**src/rtl/btn_debounce_events.sv**
```systemverilog
// Multi-channel button debouncer with sticky press/release event capture behind a
// start_port/done_port call interface. Define BTN_DEBOUNCE_AUTOREPEAT_EN for held-key auto-repeat.
module btn_debounce_events #(
    parameter int N_CH            = 4,
    parameter int DEBOUNCE_CLOCKS = 4096,
    parameter int CNT_W           = 16,
    parameter int REPEAT_DELAY    = 1000000,
    parameter int REPEAT_PERIOD   = 250000,
    parameter int RPT_W           = 24
) (
    input  logic            clock,
    input  logic            reset,
    input  logic            start_port,
    output logic            done_port,
    input  logic [N_CH-1:0] btn,
    output logic [N_CH-1:0] out1,
    output logic [N_CH-1:0] out2,
    output logic [N_CH-1:0] out3,
    output logic            out4
);

    localparam logic [CNT_W-1:0] CNT_MAX = CNT_W'(DEBOUNCE_CLOCKS - 1);

    logic [N_CH-1:0]  sync1;
    logic [N_CH-1:0]  sync2;
    logic [N_CH-1:0]  cand;
    logic [N_CH-1:0]  cand_d;
    logic [CNT_W-1:0] cnt   [N_CH];
    logic [CNT_W-1:0] cnt_d [N_CH];
    logic [N_CH-1:0]  stable;
    logic [N_CH-1:0]  stable_d;
    logic [N_CH-1:0]  rise_pend;
    logic [N_CH-1:0]  fall_pend;
    logic             ovr;

    logic [N_CH-1:0]  rise_now;
    logic [N_CH-1:0]  fall_now;
    logic [N_CH-1:0]  rise_ev;
    logic [N_CH-1:0]  rpt_fire;
    logic             ovr_hit;

    // Per-channel debounce: any sample differing from the candidate restarts the count.
    always_comb begin
        cand_d   = cand;
        stable_d = stable;
        for (int i = 0; i < N_CH; i++) begin
            cnt_d[i] = cnt[i];
            if (sync2[i] != cand[i]) begin
                cand_d[i] = sync2[i];
                cnt_d[i]  = '0;
            end else if (cnt[i] == CNT_MAX) begin
                stable_d[i] = cand[i];
                cnt_d[i]    = '0;
            end else begin
                cnt_d[i] = cnt[i] + 1'b1;
            end
        end
    end

    assign rise_now = stable_d & ~stable;
    assign fall_now = ~stable_d & stable;
    assign rise_ev  = rise_now | rpt_fire;
    assign ovr_hit  = (|(rise_ev & rise_pend)) | (|(fall_now & fall_pend));

`ifdef BTN_DEBOUNCE_AUTOREPEAT_EN
    localparam logic [RPT_W-1:0] RPT_DLY_MAX = RPT_W'(REPEAT_DELAY - 1);
    localparam logic [RPT_W-1:0] RPT_PER_MAX = RPT_W'(REPEAT_PERIOD - 1);

    logic [RPT_W-1:0] rpt_cnt   [N_CH];
    logic [RPT_W-1:0] rpt_cnt_d [N_CH];
    logic [N_CH-1:0]  rpt_phase;
    logic [N_CH-1:0]  rpt_phase_d;

    // rpt_phase selects the initial delay (0) or the steady repeat period (1).
    always_comb begin
        rpt_fire    = '0;
        rpt_phase_d = rpt_phase;
        for (int i = 0; i < N_CH; i++) begin
            rpt_cnt_d[i] = rpt_cnt[i];
            if (!stable[i]) begin
                rpt_cnt_d[i]   = '0;
                rpt_phase_d[i] = 1'b0;
            end else if (rpt_cnt[i] == (rpt_phase[i] ? RPT_PER_MAX : RPT_DLY_MAX)) begin
                rpt_fire[i]    = stable_d[i];
                rpt_cnt_d[i]   = '0;
                rpt_phase_d[i] = 1'b1;
            end else begin
                rpt_cnt_d[i] = rpt_cnt[i] + 1'b1;
            end
        end
    end

    always_ff @(posedge clock) begin
        if (!reset) begin
            rpt_phase <= '0;
            for (int i = 0; i < N_CH; i++) rpt_cnt[i] <= '0;
        end else begin
            rpt_phase <= rpt_phase_d;
            for (int i = 0; i < N_CH; i++) rpt_cnt[i] <= rpt_cnt_d[i];
        end
    end
`else
    logic [RPT_W-1:0] unused_rpt_cfg;
    assign unused_rpt_cfg = RPT_W'(REPEAT_DELAY) ^ RPT_W'(REPEAT_PERIOD);
    assign rpt_fire       = '0;
`endif

    always_ff @(posedge clock) begin
        if (!reset) begin
            sync1     <= '0;
            sync2     <= '0;
            cand      <= '0;
            stable    <= '0;
            rise_pend <= '0;
            fall_pend <= '0;
            ovr       <= 1'b0;
            done_port <= 1'b0;
            out1      <= '0;
            out2      <= '0;
            out3      <= '0;
            out4      <= 1'b0;
            for (int i = 0; i < N_CH; i++) cnt[i] <= '0;
        end else begin
            sync1     <= btn;
            sync2     <= sync1;
            cand      <= cand_d;
            stable    <= stable_d;
            done_port <= start_port;
            for (int i = 0; i < N_CH; i++) cnt[i] <= cnt_d[i];
            // A read hands out the old pending state and re-arms with this edge's events.
            if (start_port) begin
                out1      <= stable;
                out2      <= rise_pend;
                out3      <= fall_pend;
                out4      <= ovr;
                rise_pend <= rise_ev;
                fall_pend <= fall_now;
                ovr       <= 1'b0;
            end else begin
                rise_pend <= rise_pend | rise_ev;
                fall_pend <= fall_pend | fall_now;
                if (ovr_hit) ovr <= 1'b1;
            end
        end
    end

endmodule

```
**config.mk**
```make
export PLATFORM = sky130hd
export DESIGN_NAME = btn_debounce_events
export DESIGN_NICKNAME = d
export VERILOG_FILES = /design/src/rtl/btn_debounce_events.sv
export SDC_FILE = /design/constraint.sdc
export NUM_CORES = 1
export LEC_CHECK = 0
export CORE_ASPECT_RATIO = 1.75
export CORE_MARGIN = 2
export CORE_UTILIZATION = 50
export CTS_CLUSTER_DIAMETER = 80
export DETAILED_ROUTE_END_ITERATION = 7
export PLACE_DENSITY = 0.77
export RECOVER_POWER = 25
export SKIP_CTS_REPAIR_TIMING = 1
export SLEW_MARGIN = 40
export SYNTH_ARGS = -nofsm -noshare
export SYNTH_HDL_FRONTEND = slang
export SYNTH_SLANG_ARGS = --single-unit
```
**constraint.sdc**
```tcl
create_clock -name clock -period 3.47 [get_ports clock]
set_input_delay 0.347 -clock clock [delete_from_list [all_inputs] [get_ports clock]]
set_output_delay 0.347 -clock clock [all_outputs]
set_load 0.02 [all_outputs]
```
Yosys cells after proc, flatten, opt, wreduce, memory -nomap -nowiden
Memory sizes are Yosys's and may differ from the RTL's.
Cells that the tools add are included.
{ "word_totals": {"reg_bits": 39, "latchBits": 0, "ram_bits": 64, "rom_bits": 0, "wordCells": 69, "mem_count": 1} }
{ "mem_list": {"columns": ["name", "words", "width", "rd", "rd_clocked_by_memory_dff", "wr", "line_no", "source"], "rows": [
  ["cnt", 4, 16, 4, 0, 4, "28", "logic [CNT_W-1:0] cnt [N_CH];"]
]} }
{ "classes": {"add_sub_neg": 4, "mul": 0, "div": 0, "order_cmp": 0, "n_eq_ne": 8, "shift": 0, "muxes": 24, "bitwise_logic": 14, "reduce_logical": 3} }
{ "op_table": {"columns": ["operator", "n"], "rows": [
  ["16-bit 2-to-1 mux", 12],
  ["16-bit by 1-bit adder with 16-bit output (second input constant)", 4],
  ["16-bit by 12-bit equality test with 1-bit output (second input constant)", 4],
  ["4-bit AND", 4],
  ["1-bit 2-to-1 mux", 10],
  ["4-bit 2-to-1 mux", 2],
  ["4-bit NOT", 2],
  ["4-bit bitwise OR", 2],
  ["4-bit OR reduction", 2],
  ["1-bit bitwise OR", 5],
  ["1-bit != test", 4],
  ["2-bit OR reduction", 1],
  ["1-bit NOT", 1]
]} }

Depth between registers and ports, before layout
An unclocked memory read counts as a cell.
{ "depth": {"depth_word": 9, "mapped_depth": 9, "depth_no_buf": 6} }

Least setup slack after synthesis
Ideal clock, no wire load.
{ "synth_path": {"kind": "register -> register", "from": "memory cnt[3][12]", "to": "memory cnt[3][7]", "arrival_time_ps": 1647, "slack_ps": 1708, "stages_incl_launch_ff": 6, "path_buffers": 1, "synth_period_minus_slack_ps": 1762, "path_cell_list": "dfxtp_1 or4_1 or4_4 nand3_4 buf_8 nor2_1"} }
{ "synth_rtl": {"columns": ["element", "line_no"], "rows": [
  ["start, declared", "28"]
]} }

Final worst setup path
{ "layout_path": {"from": "input start_port", "to": "register fall_pend[3]"} }
{ "layout_via": {"elab_chain_len": 1} }
{ "layout_rtl": {"columns": ["element", "line_no", "source"], "rows": [
  ["start, declared", "13", "input logic start_port,"],
  ["4-bit 2-to-1 mux", "131", "if (start_port) begin"],
  ["end signal, assigned", "137", "fall_pend <= fall_now;"],
  ["end signal, assigned", "141", "fall_pend <= fall_pend | fall_now;"],
  ["end, declared", "33", "logic [N_CH-1:0] fall_pend;"]
]} }
Every way passes these cells.
A chain may end at the register's enable or synchronous reset.

==> impl_metrics.ini <==
[timing]
final.setup.tns_ps = 0
maxSlewHeadroom_pct = 30.6
worst_clock_skew_ps = 6.86
tightest_slew_ps = 1040
finalMaxSlewViolations = 0
report.final.setup_viol = 0
unrepaired_setup_endpoints_after_global_routing = no
final_period_minus_worst_setup_slack_ps = 2350
timing.final.hold_violations = 0
layout_setup_ws_ps = 1120
finalCritPeriodShare_pct = 67.8
max_clock_freq_ghz = 0.425

[synth]
yosysSeqAreaShare_pct = 49.0
synth-main-ff-cell = dfxtp_1
netlist_instances = 448
synth_common_cells = 103 x dfxtp_1, 78 x nor2_1, 29 x xnor2_1, 28 x nand3_1, 28 x xor2_1
post-synth-top-area-cell = dfxtp_1
syn_std_cell_area_sq_um = 4210
ys_seq_elements = 103
synth_area_per_cell_sq_um = 9.39
yosys-top-cells-area = dfxtp_1 49%, nor2_1 7.0%, xnor2_1 6.0%, xor2_1 5.8%, mux2i_1 3.3%
synthMostInstantiatedCell = dfxtp_1
yosys.cell_types.count = 47
synth_enable_flop_cells = 0
synthDominantCellAreaShare_pct = 49.0
synth_async_sr_flop_share_pct = 0
synth.yosys.warnings = 0
net_count_after_synthesis = 459

[global_route]
antenna_found_initial = 0
grt_first_pass_wirelength_mm = 12.5
grt_max_degree = 22
gr-total-overflow = 0
first_global_vias = 3000
groute.usage.overall_pct = 16.9

[routing]
post-route-drc-count = 0
post_drt_wl_per_cell_um = 12.4
postRouteAntennaNets = 0
drt_wl_total_mm = 7.02
detail_route.first_pass.iterations = 4
num_vias = 2982
number_of_vias_per_cell_after_detailed_routing = 5.29
detailedRoute.firstIterationViolations = 174

[critical_path]
regToRegSetupSlack_ps = 1440
critical_path_source_type = primary input
worst-endpoint-arrival_ps = 2600
endpoint_kind = flip-flop
crit-reg2reg-capture = cnt[0][10]$_SDFF_PP0_
worst_r2r_path_depth = 6
setup.worst_path.class = in2reg
reg2reg_from = cnt[0][0]$_SDFF_PP0_
critical_path.max_fanout = 15
critical_path_required_time_ps = 3710

[flow_run]
max_cap_viol_count = 0

[clock_network]
cts_max_path_buffers = 2
tritoncts = done
clkTransAtPathRegs_ps = 70
level_count_of_the_clock_h_tree = 3
cts-buffers-inserted = 9
root_buffer = clkbuf_16
clock_latency_ps = 340
clkSinkCount = 103

[finish]
antennaDiodeCount = 0
num-nets-final = 478
area.growth.synth_to_final_pct = 13.2
drive_above_1_share_pct = 5.08

[floorplanning]
initial_standard_cell_utilization_of_the_core_pct = 51.0
die_area_sq_um = 9190
core_area_sq_um = 8260
die_y_um = 125
top_level_ports = 21
floorplan.rows = 44
die_w_um = 73.3

[hold_path]
min_from = sync1[0]$_SDFF_PN0_
hold_path_end = sync2[0]$_SDFF_PN0_
timing.hold.worst_path_depth = 1
hold_class = reg2reg

[place]
post-place-ws_ps = 1390
gp_congestion = 0.789
numPortBuffers = 20
post-dp-hpwl_mm = 5.07

[pwr]
total_power_mw = 2.38
vdd.ir_drop.worst_mv = 0.322
static-leakage-power_nw = 1.72
p_per_area_nw_per_um2 = 499

[status]
run_status = finished clean
[worst max-delay path, cell delays in order]
cell and delay, ps:
dlygate4sd3_1 520, clkbuf_1 770, clkinv_1 560, o2bb2ai_1 250, and2_1 150
[worst max path at each step]
stage | start | to | slack, ps | depth (start not counted)
2_1_floorplan | cnt[3][12]$_SDFF_PP0_ | cnt[3][7]$_SDFF_PP0_ | 1710 | 5
3_3_place_gp | reset | cnt[0][0]$_SDFF_PP0_ | 1460 | 4
3_5_place_dp | reset | cnt[0][0]$_SDFF_PP0_ | 1390 | 4
4_1_cts | cnt[0][0]$_SDFF_PP0_ | cnt[0][10]$_SDFF_PP0_ | 1440 | 6
5_1_grt | start_port | fall_pend[3]$_SDFF_PN0_ | 940 | 5
6_report | start_port | fall_pend[3]$_SDFF_PN0_ | 1120 | 5
[final cells by class]
class	instances	area, sq um
inverters	9	33.8
clock inverters	5	80.1
flip-flops and latches	103	2060
well taps	92	115
repair buffers	23	211
multi-input cells	321	2010
fillers	729	3490
clock buffers	11	253
[cell families (layout without fill, tap and decap cells)]
kind of cell             after synthesis  count (layout)  share of synthesized area (%)
AO/OA/AOI/OAI                         28              28                           4.64
XOR/XNOR                              57              57                           11.9
adder cells (fa/ha/maj)                4               4                           1.19
buffers and inverters                 24              48                           3.24
flip-flops                           103             103                           49.0
multiplexers                          14              14                           3.33
AND/OR/NAND/NOR                      218             218                           26.7
[cells in the final DEF (no fill, tap or decap), types with 2 or more instances in the layout]
cell,n
and3_1,13
or4_1,2
clkbuf_16,9
nand3_1,28
nand4_1,9
clkbuf_8,2
and4_1,4
nor3_1,7
dlygate4sd3_1,4
a22oi_1,2
dfxtp_1,103
inv_1,8
xor2_1,28
xnor2_1,29
a21oi_1,4
nand2_1,23
bufinv_16,2
nor2_1,78
a21boi_0,6
and2_0,2
clkbuf_1,3
and2_1,14
a32o_1,3
o21ai_0,6
nand2b_1,2
ha_1,4
clkinvlp_4,2
nor4_1,3
mux2i_1,14
nor2b_1,21
a31oi_1,2
clkdlybuf4s50_1,16
[through the flow]
stage	instances	hold WS (ps)	instance area [sq um]	util [%]
CTS	564	434	4780	57.8
floorplan	448	412	4210	-
global placement	548	415	4440	53.8
finish	564	432	4760	57.7
global route	564	446	4760	57.7
detailed placement	548	419	4440	53.8
[power by group]
part	leakage [nW]	switching, mW	internal [mW]	total (mW)
Sequential	0.834	0.0149	1.20	1.21
Clock	0.158	0.423	0.669	1.09
Combinational	0.727	0.0424	0.0305	0.0729
Total	1.72	0.480	1.90	2.38
[sequential cells by signal, summed over array words and instances, names as in the netlist, 4 cells and up]
name / count
fall_pend: 4
rise_pend: 4
out3: 4
out1: 4
sync1: 4
stable: 4
cand: 4
cnt: 64
sync2: 4
out2: 4
[metal layers]
metal  GRT usage [%]  wire length (um)  vias to the layer above
li1                -                 -                     1540
met1            19.4              3080                     1400
met2            29.0              3580                       31
met3            4.19               205                       11
met4            7.49               143                        0
met5               0                 0                        -
(Power assumes the default switching activity.)
